--- src/rtl/window_pkg.sv ---
// Shared types for the window assembler.
//   sample_t    : one signed sample at the default width.
//   win_state_e : assembler FSM states.
package window_pkg;
  localparam int SAMPLE_W = 16;

  typedef logic signed [SAMPLE_W-1:0] sample_t;

  // Filling the register, holding a presented window, or collecting stride samples.
  typedef enum logic [1:0] {
    ST_FILL   = 2'd0,
    ST_HOLD   = 2'd1,
    ST_STRIDE = 2'd2
  } win_state_e;
endpackage

--- src/rtl/window_shift_reg.sv ---
// Sample storage for the window assembler. Each shift moves every tap one
// slot toward index 0 and loads din into the newest slot.
//   clk, rst_n : clock, async active-low reset (clears all taps)
//   shift_en   : shift one sample in this cycle
//   din        : incoming sample
//   taps       : [0] = oldest ... [WINDOW_SIZE-1] = newest
module window_shift_reg #(
  parameter int DATA_WIDTH  = 16,
  parameter int WINDOW_SIZE = 32
) (
  input  logic                         clk,
  input  logic                         rst_n,
  input  logic                         shift_en,
  input  logic signed [DATA_WIDTH-1:0] din,
  output logic signed [DATA_WIDTH-1:0] taps [0:WINDOW_SIZE-1]
);
  logic signed [DATA_WIDTH-1:0] taps_q [0:WINDOW_SIZE-1];
  logic signed [DATA_WIDTH-1:0] taps_d [0:WINDOW_SIZE-1];

  always_comb begin
    taps_d = taps_q;
    if (shift_en) begin
      for (int i = 0; i < WINDOW_SIZE-1; i++) taps_d[i] = taps_q[i+1];
      taps_d[WINDOW_SIZE-1] = din;
    end
  end

  always_ff @(posedge clk or negedge rst_n) begin
    if (!rst_n) begin
      for (int i = 0; i < WINDOW_SIZE; i++) taps_q[i] <= '0;
    end else begin
      taps_q <= taps_d;
    end
  end

  assign taps = taps_q;
endmodule

--- src/rtl/window_assembler.sv ---
// Scalar sample stream -> parallel sliding window.
// Samples shift into a WINDOW_SIZE-deep register; the window is presented
// once full and again after every STRIDE further samples.
//   clk, rst_n   : clock, async active-low reset
//   flush        : sync clear of fill/stride state, overrides both handshakes
//   s_data/s_valid/s_ready       : input sample stream
//   win_out/win_valid/win_ready  : window output, [0] oldest
//   fill_count   : samples held, saturating at WINDOW_SIZE
module window_assembler
  import window_pkg::*;
#(
  parameter int DATA_WIDTH  = 16,
  parameter int WINDOW_SIZE = 32,
  parameter int STRIDE      = 1
) (
  input  logic                                 clk,
  input  logic                                 rst_n,
  input  logic                                 flush,
  input  logic signed [DATA_WIDTH-1:0]         s_data,
  input  logic                                 s_valid,
  output logic                                 s_ready,
  output logic signed [DATA_WIDTH-1:0]         win_out [0:WINDOW_SIZE-1],
  output logic                                 win_valid,
  input  logic                                 win_ready,
  output logic [$clog2(WINDOW_SIZE+1)-1:0]     fill_count
);
  localparam int FW = $clog2(WINDOW_SIZE+1);
  localparam int SW = $clog2(STRIDE+1);
  localparam logic [FW-1:0] FILL_LAST   = FW'(WINDOW_SIZE-1);
  localparam logic [SW-1:0] STRIDE_LAST = SW'(STRIDE-1);

  generate
    if (WINDOW_SIZE < 2) begin : g_bad_ws
      $error("window_assembler: WINDOW_SIZE must be >= 2");
    end
    if (STRIDE < 1 || STRIDE > WINDOW_SIZE) begin : g_bad_stride
      $error("window_assembler: STRIDE must be in 1..WINDOW_SIZE");
    end
  endgenerate

  win_state_e      state_q, state_d;
  logic [FW-1:0]   fill_count_q, fill_count_d;
  logic [SW-1:0]   stride_cnt_q, stride_cnt_d;
  logic            shift_en;

  // State register.
  always_ff @(posedge clk or negedge rst_n) begin
    if (!rst_n) begin
      state_q      <= ST_FILL;
      fill_count_q <= '0;
      stride_cnt_q <= '0;
    end else begin
      state_q      <= state_d;
      fill_count_q <= fill_count_d;
      stride_cnt_q <= stride_cnt_d;
    end
  end

  // Next state. s_ready is 1 in FILL/STRIDE, so s_valid alone means accept
  // there. fill_count cannot move in STRIDE: it is already saturated.
  always_comb begin
    state_d      = state_q;
    fill_count_d = fill_count_q;
    stride_cnt_d = stride_cnt_q;
    if (flush) begin
      state_d      = ST_FILL;
      fill_count_d = '0;
      stride_cnt_d = '0;
    end else begin
      case (state_q)
        ST_FILL: if (s_valid) begin
          fill_count_d = fill_count_q + 1'b1;
          if (fill_count_q == FILL_LAST) state_d = ST_HOLD;
        end
        ST_HOLD: if (win_ready) begin
          state_d      = ST_STRIDE;
          stride_cnt_d = '0;
        end
        ST_STRIDE: if (s_valid) begin
          stride_cnt_d = stride_cnt_q + 1'b1;
          if (stride_cnt_q == STRIDE_LAST) state_d = ST_HOLD;
        end
        default: state_d = ST_FILL;
      endcase
    end
  end

  // Outputs decode from state only, so win_ready never reaches s_ready.
  always_comb begin
    s_ready   = (state_q != ST_HOLD);
    win_valid = (state_q == ST_HOLD);
    shift_en  = s_valid && s_ready && !flush;
  end

  assign fill_count = fill_count_q;

  window_shift_reg #(
    .DATA_WIDTH  (DATA_WIDTH),
    .WINDOW_SIZE (WINDOW_SIZE)
  ) u_shift (
    .clk      (clk),
    .rst_n    (rst_n),
    .shift_en (shift_en),
    .din      (s_data),
    .taps     (win_out)
  );
endmodule

--- config.mk ---
export PLATFORM = sky130hd
export DESIGN_NAME = window_assembler
export DESIGN_NICKNAME = d
export VERILOG_FILES = /design/src/rtl/window_pkg.sv /design/src/rtl/window_shift_reg.sv /design/src/rtl/window_assembler.sv
export SDC_FILE = /design/constraint.sdc
export NUM_CORES = 1
export LEC_CHECK = 0
export BUFFER_PORTS_ARGS = -buffer_cell sky130_fd_sc_hd__clkbuf_2
export CORE_ASPECT_RATIO = 0.6
export CORE_UTILIZATION = 46
export DETAILED_ROUTE_END_ITERATION = 12
export PLACE_DENSITY = 0.7
export RECOVER_POWER = 25
export SYNTH_ARGS = -nofsm -noshare
export SYNTH_HDL_FRONTEND = slang
export SYNTH_SLANG_ARGS = --single-unit
--- constraint.sdc ---
create_clock -name clk -period 4.05 [get_ports clk]
set_input_delay 0.2025 -clock clk [delete_from_list [all_inputs] [get_ports clk]]
set_output_delay 0.2025 -clock clk [all_outputs]
set_load 0.05 [all_outputs]
==> metrics.yaml, run 1 <==
die:
  num_rows: 60
  dieArea_um2: 47600
  initial_core_util_pct: 47.30
  io_pins: 541
  dieHeight_um: 169.4
  die_w_um: 281.0
  fp.coreArea_um2: 45420
run:
  maxCapViolCount: 1
route:
  drt_iter0_drc: 658
  wl_per_cell_um: 21.90
  drc_errors: 0
  first_pass_iters: 4
  via_per_inst: 4.948
  wl_mm: 51.54
  antenna_left: 0
  via_count: 11640
setup_path:
  cp.required_ns: 4.43
  crit_chain: "dlygate4sd3_1 > buf_8 > clkbuf_2"
  crit_fanout: 120
  r2r_slack_ns: 1.65
  crit_slowest_cell: "clkbuf_2"
  critPathArrivalTime_ns: 2.81
  critical_path_class: "in -> async"
  reg2reg_from: "state_q[1]$_DFFE_PN0P_"
  max_stage_delay_ns: 1.25
  r2r_cells: 5
  r2r_end: "u_shift.taps[358]$_DFFE_PN0P_"
  startpoint_type: "primary input"
  endpoint_kind: "async pin"
hold_path:
  min_path_cells: 3
  holdPathEnd: "stride_cnt_q$_DFFE_PN0P_"
  hold_class: "in -> reg"
  min_from: "s_valid"
cells_and_area:
  fin_util_pct: 57.73
  drive_gt1_share_pct: 56.47
  area_growth_pct: 22.06
  fin_cells: 2353
  nNetsFinal: 1718
  fin_area_um2: 26220
timing:
  min_period_over_period_pct: 59.93
  fmax_mhz: 412.0
  slew_viol_final: 64
  clock_skew_ns: 0.009881
  tns_ns: 0
  rsz0062_at_grt: "no"
  hold_slack_ns: 0.06347
  setup_ws_ns: 1.623
  hold_viol_final: 0
  min_period_ns: 2.427
  maxSlewHeadroom_pct: -1.058
  worst_pin_slew_ns: 1.516
  setup_viol: 0
placed_design:
  numPortBuffers: 540
  placed_cells: 2247
  place_ws_ns: 1.742
  gp_congestion: 0.8163
  place_area_um2: 24580
  hpwl_mm: 36.68
global_routing:
  grt_max_degree: 133
  grtUsageTotal_pct: 21.22
  grt_pass1_vias: 11770
  overflow: 0
  grt_antenna_before_repair: 0
  grt_pass1_wl_mm: 76.91
clocking:
  insertion_delay_ns: 0.55
  cts_tree: "yes"
  clkSlewWorstSetupHoldPaths_ns: 0.06
  cts.sinks: 521
  cts_made_buffers: 47
  ctsLongestPathBuffers: 3
  htree_levels: 2
  cts_setup_buffers: 0
  cts_root_buffer: "clkbuf_16"
power:
  ir_worst_vdd_mv: 0.5153
  power_density_nw_per_um2: 760.9
  leakage_nw: 14.24
  power_mw: 19.95
run_status:
  violations: "max-capacitance violations, max-slew violations"
  status: "finished, violations left"
yosys:
  synth.yosys.warnings: 0
  synth_area_per_cell_um2: 19.01
  synth_nets: 1152
  syn_inst: 1130
  yosysUniqueCellTypes: 29
  ys_ff_latch: 521
  seq_area_frac_synth_pct: 60.69
  syn_area_um2: 21480
[where the power goes]
group	total, mW	internal, mW	switching (mW)
clock	4.77	2.84	1.93
combinational	7.58	2.30	5.28
sequential	7.60	6.35	1.25
[cells in the final DEF, fill, tap and decap left out, types with 4 or more instances in the layout]
cell	netlist	routed
clkbuf_16	0	49
clkbuf_2	0	372
mux2_4	480	480
nor2_1	4	4
clkinv_2	0	6
clkinvlp_4	0	5
mux2_2	33	33
dfrtp_1	521	521
bufinv_16	0	7
clkbuf_1	1	177
clkbuf_8	0	10
a21oi_1	5	5
buf_4	0	5
buf_12	0	8
dlygate4sd3_1	0	20
[registers in the layout, summed over array words and instances, names as in the netlist]
signal and count:
u_shift.taps 512, state_q 2, stride_cnt_q 1, fill_count 6
[final cells by class]
| type | count | area [µm²] |
|---|---|---|
| multi-input combinational | 549 | 7818 |
| clock inverter | 18 | 277.8 |
| clock buffer | 67 | 1394 |
| inverter | 2 | 7.507 |
| timing repair buffer | 575 | 2909 |
| sequential | 521 | 13040 |
| antenna | 1 | 2.502 |
| tap | 620 | 775.7 |
| fill | 3616 | 19200 |
[kinds of logic (layout without fill, tap and decap cells)]
group	after synthesis	count (layout)	share of synthesized area, %
buf+inv	60	662	2.924
compound gates	10	10	0.2854
flops	521	521	60.69
xor+xnor	2	2	0.08155
simple gates	22	22	0.6407
mux	514	514	35.32
fa+ha+maj	1	1	0.05823
other cells	0	1	0
[worst max-delay path: cells and delay by family]
| kind | cells | cell delay, ns |
|---|---|---|
| buffers and inverters | 3 | 2.49 |
[layer usage]
metal / vias to the layer above / part of all wire [%] / global-route usage [%]
li1: 5149 / - / -
met1: 6061 / 44 / 29.55
met2: 342 / 46 / 32.76
met3: 91 / 6.2 / 5.245
met4: 0 / 3.1 / 6.652
met5: - / 0 / 0
[cell usage after synthesis (all sizes together)]
library cell	count	area [µm²]
o31ai	1	7.510
nor2	4	15.01
or3	1	6.260
nor2b	1	6.260
o32a	1	10.01
mux2i	1	10.01
a21oi	5	25.02
and3	1	6.260
mux2	513	7579
clkbuf	1	3.750
nand2	3	11.26
nand3	2	10.01
dfrtp	521	13040
inv	2	7.510
o21ai	2	10.01
or4	1	7.510
nor3b	2	15.01
or3b	2	17.52
buf	57	616.8
and4bb	1	12.51
xnor2	2	17.52
nand3b	2	15.01
ha	1	12.51
nand2b	2	15.02
a2111oi	1	8.760
[worst max-delay path by stage]
stage | from | to | slack, ns | depth (start not counted)
after floorplan | state_q[1]$_DFFE_PN0P_ | u_shift.taps[100]$_DFFE_PN0P_ | 2.18 | 6
after global placement | state_q[1]$_DFFE_PN0P_ | u_shift.taps[332]$_DFFE_PN0P_ | 1.79 | 5
after detailed placement | state_q[1]$_DFFE_PN0P_ | u_shift.taps[505]$_DFFE_PN0P_ | 1.74 | 5
after CTS | state_q[1]$_DFFE_PN0P_ | u_shift.taps[221]$_DFFE_PN0P_ | 1.73 | 5
after global routing | rst_n | u_shift.taps[497]$_DFFE_PN0P_ | 1.19 | 3
final | rst_n | u_shift.taps[202]$_DFFE_PN0P_ | 1.62 | 3
[repair_timing]
action | 4_1_cts | 5_1_grt
hold buffers | 20 | 0
gates resized for setup | 0 | 0
hold endpoints to repair | 137 | 0
Note: power is estimated with default switching activity, not from simulation.
==> run 2: changes to the inputs <==
- ABC_AREA: not set -> 1
- PLACE_DENSITY: 0.7 -> 0.73
- clock period: 4.05 -> 2.2 ns (I/O delays scaled with it)
==> metrics.yaml, run 2 <==
global_routing:
  grt_antenna_before_repair: 0  # unchanged
  grt_pass1_vias: 15260  # +30%
  grt_pass1_wl_mm: 89.73  # +17%
  grt_max_degree: 70  # -47%
  overflow: 0  # unchanged
  grtUsageTotal_pct: 26.41  # +5.2 points
placed_design:
  placed_cells: 3070  # +37%
  hpwl_mm: 43.96  # +20%
  gp_congestion: 0.9309  # +14%
  numPortBuffers: 540  # unchanged
yosys:
  yosys.area.top_type: "dfrtp_1"
  synthTopCellsByArea: "dfrtp_1 66%, nand2_1 6.2%, a21oi_1 5.9%, inv_1 4.8%, nor2_1 4.7%"
  syn_inst: 2008  # +78%
  synth-edff-count: 0  # unchanged
  synth_nets: 2030  # +76%
  syn_area_um2: 19730  # -8.2%
  synth.yosys.warnings: 0  # unchanged
  synth_most_common_cell: "dfrtp_1"
  async_flop_share_pct: 100.0  # unchanged
  seq_area_frac_synth_pct: 66.07  # +5.4 points
  synth_area_per_cell_um2: 9.826  # -48%
  yosysTopAreaCellShare_pct: 66.07  # +5.4 points
  synth_commonest_cells: "521 x dfrtp_1, 325 x nand2_1, 252 x inv_1"
  ys_ff_latch: 521  # unchanged
  yosysUniqueCellTypes: 20  # -31%
  synthFlopType: "dfrtp_1"
route:
  via_count: 16040  # +38%
  first_pass_iters: 5  # +1
  antenna_left: 0  # unchanged
  via_per_inst: 5.057  # +2.2%
  wl_mm: 58.49  # +13%
  wl_per_cell_um: 18.44  # -16%
  drc_errors: 0  # unchanged
  drt_iter0_drc: 1522  # +130%
die:
  fp.coreArea_um2: 42090  # -7.3%
  initial_core_util_pct: 46.88  # -0.42 points
  io_pins: 541  # unchanged
  dieArea_um2: 43750  # -8.1%
  die_w_um: 269.4  # -4.1%
  dieHeight_um: 162.4  # -4.1%
  num_rows: 58  # -3.3%
run_status:
  status: "finished clean"
setup_path:
  critPathArrivalTime_ns: 2.27  # -0.54 ns
  r2r_slack_ns: 0.39  # -1.26 ns
  cp_num_buf_inv: 4  # +1
  crit_slowest_cell: "dfrtp_1"
  critical-path-top-delay-family: "buffers and inverters"
  critical_path_class: "reg -> reg"
  cp.required_ns: 2.67  # -1.76 ns
  max_stage_delay_ns: 0.45  # -0.80 ns
  startpoint_type: "flip-flop"
  crit_chain: "inv_2 > nand2_2 > inv_2 > nor2_8 > nand2_8 > buf_12 > buf_12 > nor2_1 > a21oi_1"
  crit_fanout: 41  # -66%
  endpoint_kind: "flip-flop"
run:
  maxCapViolCount: 0  # -1
clocking:
  clkSlewWorstSetupHoldPaths_ns: 0.07  # about the same
  cts_tree: "yes"
  ctsHoldBuffers: 19  # -5.0%
  cts.sinks: 521  # unchanged
  htree_levels: 2  # unchanged
  ctsLongestPathBuffers: 3  # unchanged
  cts_made_buffers: 47  # unchanged
  cts_root_buffer: "clkbuf_16"
  cts_setup_buffers: 0  # unchanged
  insertion_delay_ns: 0.56  # about the same
  cts-resized-gates: 0  # unchanged
timing:
  rsz0062_at_grt: "no"
  slew_viol_final: 0  # -100%
  worst_pin_slew_ns: 1.154  # -0.3623 ns
  fmax_mhz: 553.2
  min_period_ns: 1.808
  tns_ns: 0  # unchanged
  maxSlewHeadroom_pct: 23.09  # +24 points
  min_period_over_period_pct: 82.16
  setup_viol: 0  # unchanged
  clock_skew_ns: 0.01688  # +0.006998 ns
  hold_viol_final: 0  # unchanged
cells_and_area:
  nNetsFinal: 2590  # +51%
  mostFrequentLayoutCell: "clkbuf_2"
  area_growth_pct: 25.65
  fillers: 3580  # -1.0%
  largest_reg_flops: 512  # unchanged
  drive_gt1_share_pct: 26.40  # -30 points
  fin_cells: 3172  # +35%
  antenna_cells: 0  # -1
  layout_common_cells: "545 x clkbuf_2, 521 x dfrtp_1, 325 x nand2_1, 252 x inv_1, 249 x nor2_1"
  fin_util_pct: 58.90  # +1.2 points
power:
  p_sw_mw: 14.54  # +72%
  ir_worst_vdd_mv: 0.8071  # +57%
  p_comb_share_pct: 35.3  # -2.7 points
  p_seq_share_pct: 39.7  # +1.6 points
  power_density_nw_per_um2: 1320  # +74%
  leakage_nw: 13.39  # -5.9%
  p_int_mw: 18.19  # +58%
  power_mw: 32.74  # +64%
  clkPwrFrac_pct: 25.0  # +1.1 points
  swShare_pct: 44.42  # +2.0 points
hold_path:
  hold_class: "in -> async"
run 2: power by group through the flow:
stage               sequential, mW  combinational, mW  clock [mW]
floorplan                     19.1               1.99           0
global route                  13.2               12.1        8.68
detailed placement            13.1               11.5           0
global placement              13.1               11.4           0
finish                        13.0               11.5        8.18
CTS                           13.0               11.6        8.33
run 2: final cells by class:
cell class	instances	area, µm²	area share, %
sequential	521	13040	52.59
multi-input combinational	1115	4942	19.93
timing repair buffer	629	3613	14.57
clock buffer	73	1446	5.834
inverter	254	953.4	3.846
tap	570	713.2	2.877
clock inverter	10	86.33	0.3482
run 2: through the flow:
stage               cell area, µm²  hold slack (ns)  worst slack, ns
global route                 24790           0.1417           0.1998
detailed placement           23200           0.1493           0.4162
floorplan                    19730          -0.1856           0.3683
finish                       24790           0.1129           0.3924
global placement             23200           0.1483           0.4853
CTS                          24920           0.1309           0.3805
run 2: cells by family (layout without fill, tap and decap cells):
group           after synthesis  count (layout)  share of synthesized area (%)
compound gates              488             488                          12.57
fa+ha+maj                     1               1                        0.06340
buf+inv                     372             966                          8.947
flops                       521             521                          66.07
simple gates                626             626                          12.35
run 2: worst reg2reg max path, delay by kind of cell, from the launching register on:
family | cells | cell delay, ns
buffers and inverters | 4 | 0.75
flip-flops | 1 | 0.45
AND/OR/NAND/NOR | 4 | 0.39
AO/OA/AOI/OAI | 1 | 0.13
run 2: worst paths after layout:
check | cells past startpoint | endpoint | from
setup / recovery | 9 | u_shift.taps[98]$_DFFE_PN0P_ | state_q[1]$_DFFE_PN0P_
hold / removal | 2 | u_shift.taps[268]$_DFFE_PN0P_ | rst_n
setup reg to reg | 9 | u_shift.taps[98]$_DFFE_PN0P_ | state_q[1]$_DFFE_PN0P_
hold reg to reg | 2 | u_shift.taps[508]$_DFFE_PN0P_ | u_shift.taps[508]$_DFFE_PN0P_
max in group asynchronous | 3 | u_shift.taps[508]$_DFFE_PN0P_ | rst_n
min in group clk | 3 | u_shift.taps[456]$_DFFE_PN0P_ | s_valid
run 2: layer usage:
metal / part of all wire [%] / vias up / track usage [%]
met1: 42 / 7830 / 35.97
met2: 47 / 632 / 42.09
li1: - / 7469 / -
met4: 3.1 / 0 / 8.187
met3: 8.3 / 110 / 6.457
met5: 0 / - / 0
==> run 3: changes to the inputs <==
- PLACE_DENSITY: 0.73 -> 0.71
- clock period: 2.2 -> 1.8 ns (I/O delays scaled with it)
==> metrics.yaml, run 3 (synthesis gave the netlist of run 2 again) <==
timing:
  min_period_over_period_pct: 92.21  # +10 points
  hold_viol_final: 0  # unchanged
  rsz0062_at_grt: "no"
  maxSlewHeadroom_pct: 5.798  # -17 points
  setup_viol: 0  # unchanged
  clock_skew_ns: 0.01245  # -0.004429 ns
  worst_pin_slew_ns: 1.413  # +0.2595 ns
  fmax_mhz: 602.5  # +8.9%
  min_period_ns: 1.660  # -0.1478 ns
  slew_viol_final: 0  # unchanged
  tns_ns: 0  # unchanged
global_routing:
  grtUsageTotal_pct: 26.12  # -0.30 points
  grt_max_degree: 100  # +43%
  grt_pass1_vias: 15200  # -0.35%
  overflow: 0  # unchanged
  grt_antenna_before_repair: 0  # unchanged
  grt_pass1_wl_mm: 88.48  # -1.4%
power:
  p_comb_share_pct: 35.3  # about the same
  power_density_nw_per_um2: 1610  # +22%
  p_sw_mw: 17.79  # +22%
  swShare_pct: 44.46  # about the same
  p_seq_share_pct: 39.7  # about the same
  power_mw: 40.01  # +22%
  ir_worst_vdd_mv: 0.9725  # +20%
  leakage_nw: 13.45  # +0.47%
  clkPwrFrac_pct: 25.0  # about the same
  p_int_mw: 22.22  # +22%
run:
  maxCapViolCount: 0  # unchanged
cells_and_area:
  area_growth_pct: 25.95
  largest_reg_flops: 512  # unchanged
  nNetsFinal: 2596  # +0.23%
  fin_cells: 3176  # +0.13%
  antenna_cells: 0  # unchanged
  layout_common_cells: "549 x clkbuf_2, 521 x dfrtp_1, 325 x nand2_1, 252 x inv_1, 249 x nor2_1"
  drive_gt1_share_pct: 26.86  # +0.46 points
  mostFrequentLayoutCell: "clkbuf_2"
setup_path:
  crit_fanout: 53  # +29%
  startpoint_type: "flip-flop"
  endpoint_kind: "flip-flop"
  critPathArrivalTime_ns: 2.14  # -0.13 ns
  critical_path_class: "reg -> reg"
  cp.required_ns: 2.28  # -0.39 ns
die:
  initial_core_util_pct: 46.88  # unchanged
  dieHeight_um: 162.4  # unchanged
  die_w_um: 269.4  # unchanged
  fp.coreArea_um2: 42090  # unchanged
  dieArea_um2: 43750  # unchanged
  num_rows: 58  # unchanged
  io_pins: 541  # unchanged
clocking:
  cts.sinks: 521  # unchanged
  cts_setup_buffers: 0  # unchanged
  insertion_delay_ns: 0.56  # about the same
  cts_root_buffer: "clkbuf_16"
  cts_tree: "yes"
  htree_levels: 2  # unchanged
  clkSlewWorstSetupHoldPaths_ns: 0.07  # about the same
  ctsLongestPathBuffers: 3  # unchanged
  cts_made_buffers: 47  # unchanged
placed_design:
  gp_congestion: 0.9335  # +0.28%
  placed_cells: 3076  # +0.20%
  hpwl_mm: 43.82  # -0.32%
  numPortBuffers: 540  # unchanged
route:
  via_per_inst: 5.014  # -0.85%
  drt_iter0_drc: 1573  # +3.4%
  first_pass_iters: 7  # +2
  wl_per_cell_um: 18.35  # -0.48%
  via_count: 15920  # -0.73%
  wl_mm: 58.28  # -0.36%
  antenna_left: 0  # unchanged
  drc_errors: 0  # unchanged
run_status:
  status: "finished clean"
hold_path:
  hold_class: "in -> reg"
run 3: changes by cell type in the layout (fill, tap and decap cells not counted), moves of 3 or more:
cell and change:
clkinv_2 +4, clkbuf_8 -4, buf_4 +6, clkbuf_1 -9, clkbuf_2 +4, clkinvlp_4 -3
run 3: through the flow:
stage	utilization (%)	cell area, µm²	hold WS (ns)	setup slack (ns)
after global placement	55.14	23210	0.04653	0.1927
after floorplan	-	19740	-0.2056	0.06295
after detailed placement	55.14	23210	0.04433	0.1276
after CTS	59.18	24910	0.04970	0.1101
final	59.05	24850	0.1030	0.1402
after global routing	59.05	24850	0.1122	0.01013
run 3: worst paths after layout:
check / start / endpoint / slack (ns) / depth (start not counted)
setup / recovery: state_q[1]$_DFFE_PN0P_ / u_shift.taps[298]$_DFFE_PN0P_ / 0.14 / 9
hold / removal: s_valid / u_shift.taps[157]$_DFFE_PN0P_ / 0.10 / 3
setup reg to reg: state_q[1]$_DFFE_PN0P_ / u_shift.taps[298]$_DFFE_PN0P_ / 0.14 / 9
hold reg to reg: u_shift.taps[505]$_DFFE_PN0P_ / u_shift.taps[505]$_DFFE_PN0P_ / 0.48 / 2
max in group asynchronous: rst_n / u_shift.taps[264]$_DFFE_PN0P_ / 0.22 / 3
min in group asynchronous: rst_n / u_shift.taps[236]$_DFFE_PN0P_ / 0.44 / 2
run 3: cell type report:
class                           count  area, µm²
Sequential cell                   521      13040
Fill cell                        3600      17240
Clock buffer                       68       1388
Clock inverter                     13      122.6
Multi-Input combinational cell   1115       4947
Tap cell                          570      713.2
Timing Repair Buffer              635       3691
Inverter                          254      953.4
run 3: what timing repair did:
action / 4_1_cts / 5_1_grt
gates resized for setup: 0 / 1
setup endpoints to repair: 0 / 1
endpoints found under the hold margin: 492 / 0
hold buffers: 19 / 0
run 3: metal layers:
metal | GRT usage (%) | wire length (µm) | vias to the layer above
li1 | - | - | 7475
met1 | 35.23 | 24460 | 7761
met2 | 40.76 | 26880 | 574
met3 | 7.135 | 4864 | 114
met4 | 9.530 | 2074 | 0
met5 | 0 | 0 | -
run 3: critical path, stage by stage (launching register included):
cell and delay [ns]:
dfrtp_1 0.39, inv_2 0.10, nand2_4 0.05, inv_2 0.10, nor2_8 0.05, nand2_8 0.19
buf_16 0.26, buf_4 0.21, nor2_1 0.05, a21oi_1 0.14
run 3: power by group through the flow:
stage,registers (mW),logic (mW),clock network [mW]
2_1_floorplan,23.3,2.43,0
3_3_place_gp,16.0,14.0,0
3_5_place_dp,16.1,14.1,0
4_1_cts,15.9,14.2,10.2
5_1_grt,16.1,14.8,10.7
6_report,15.9,14.1,10.0
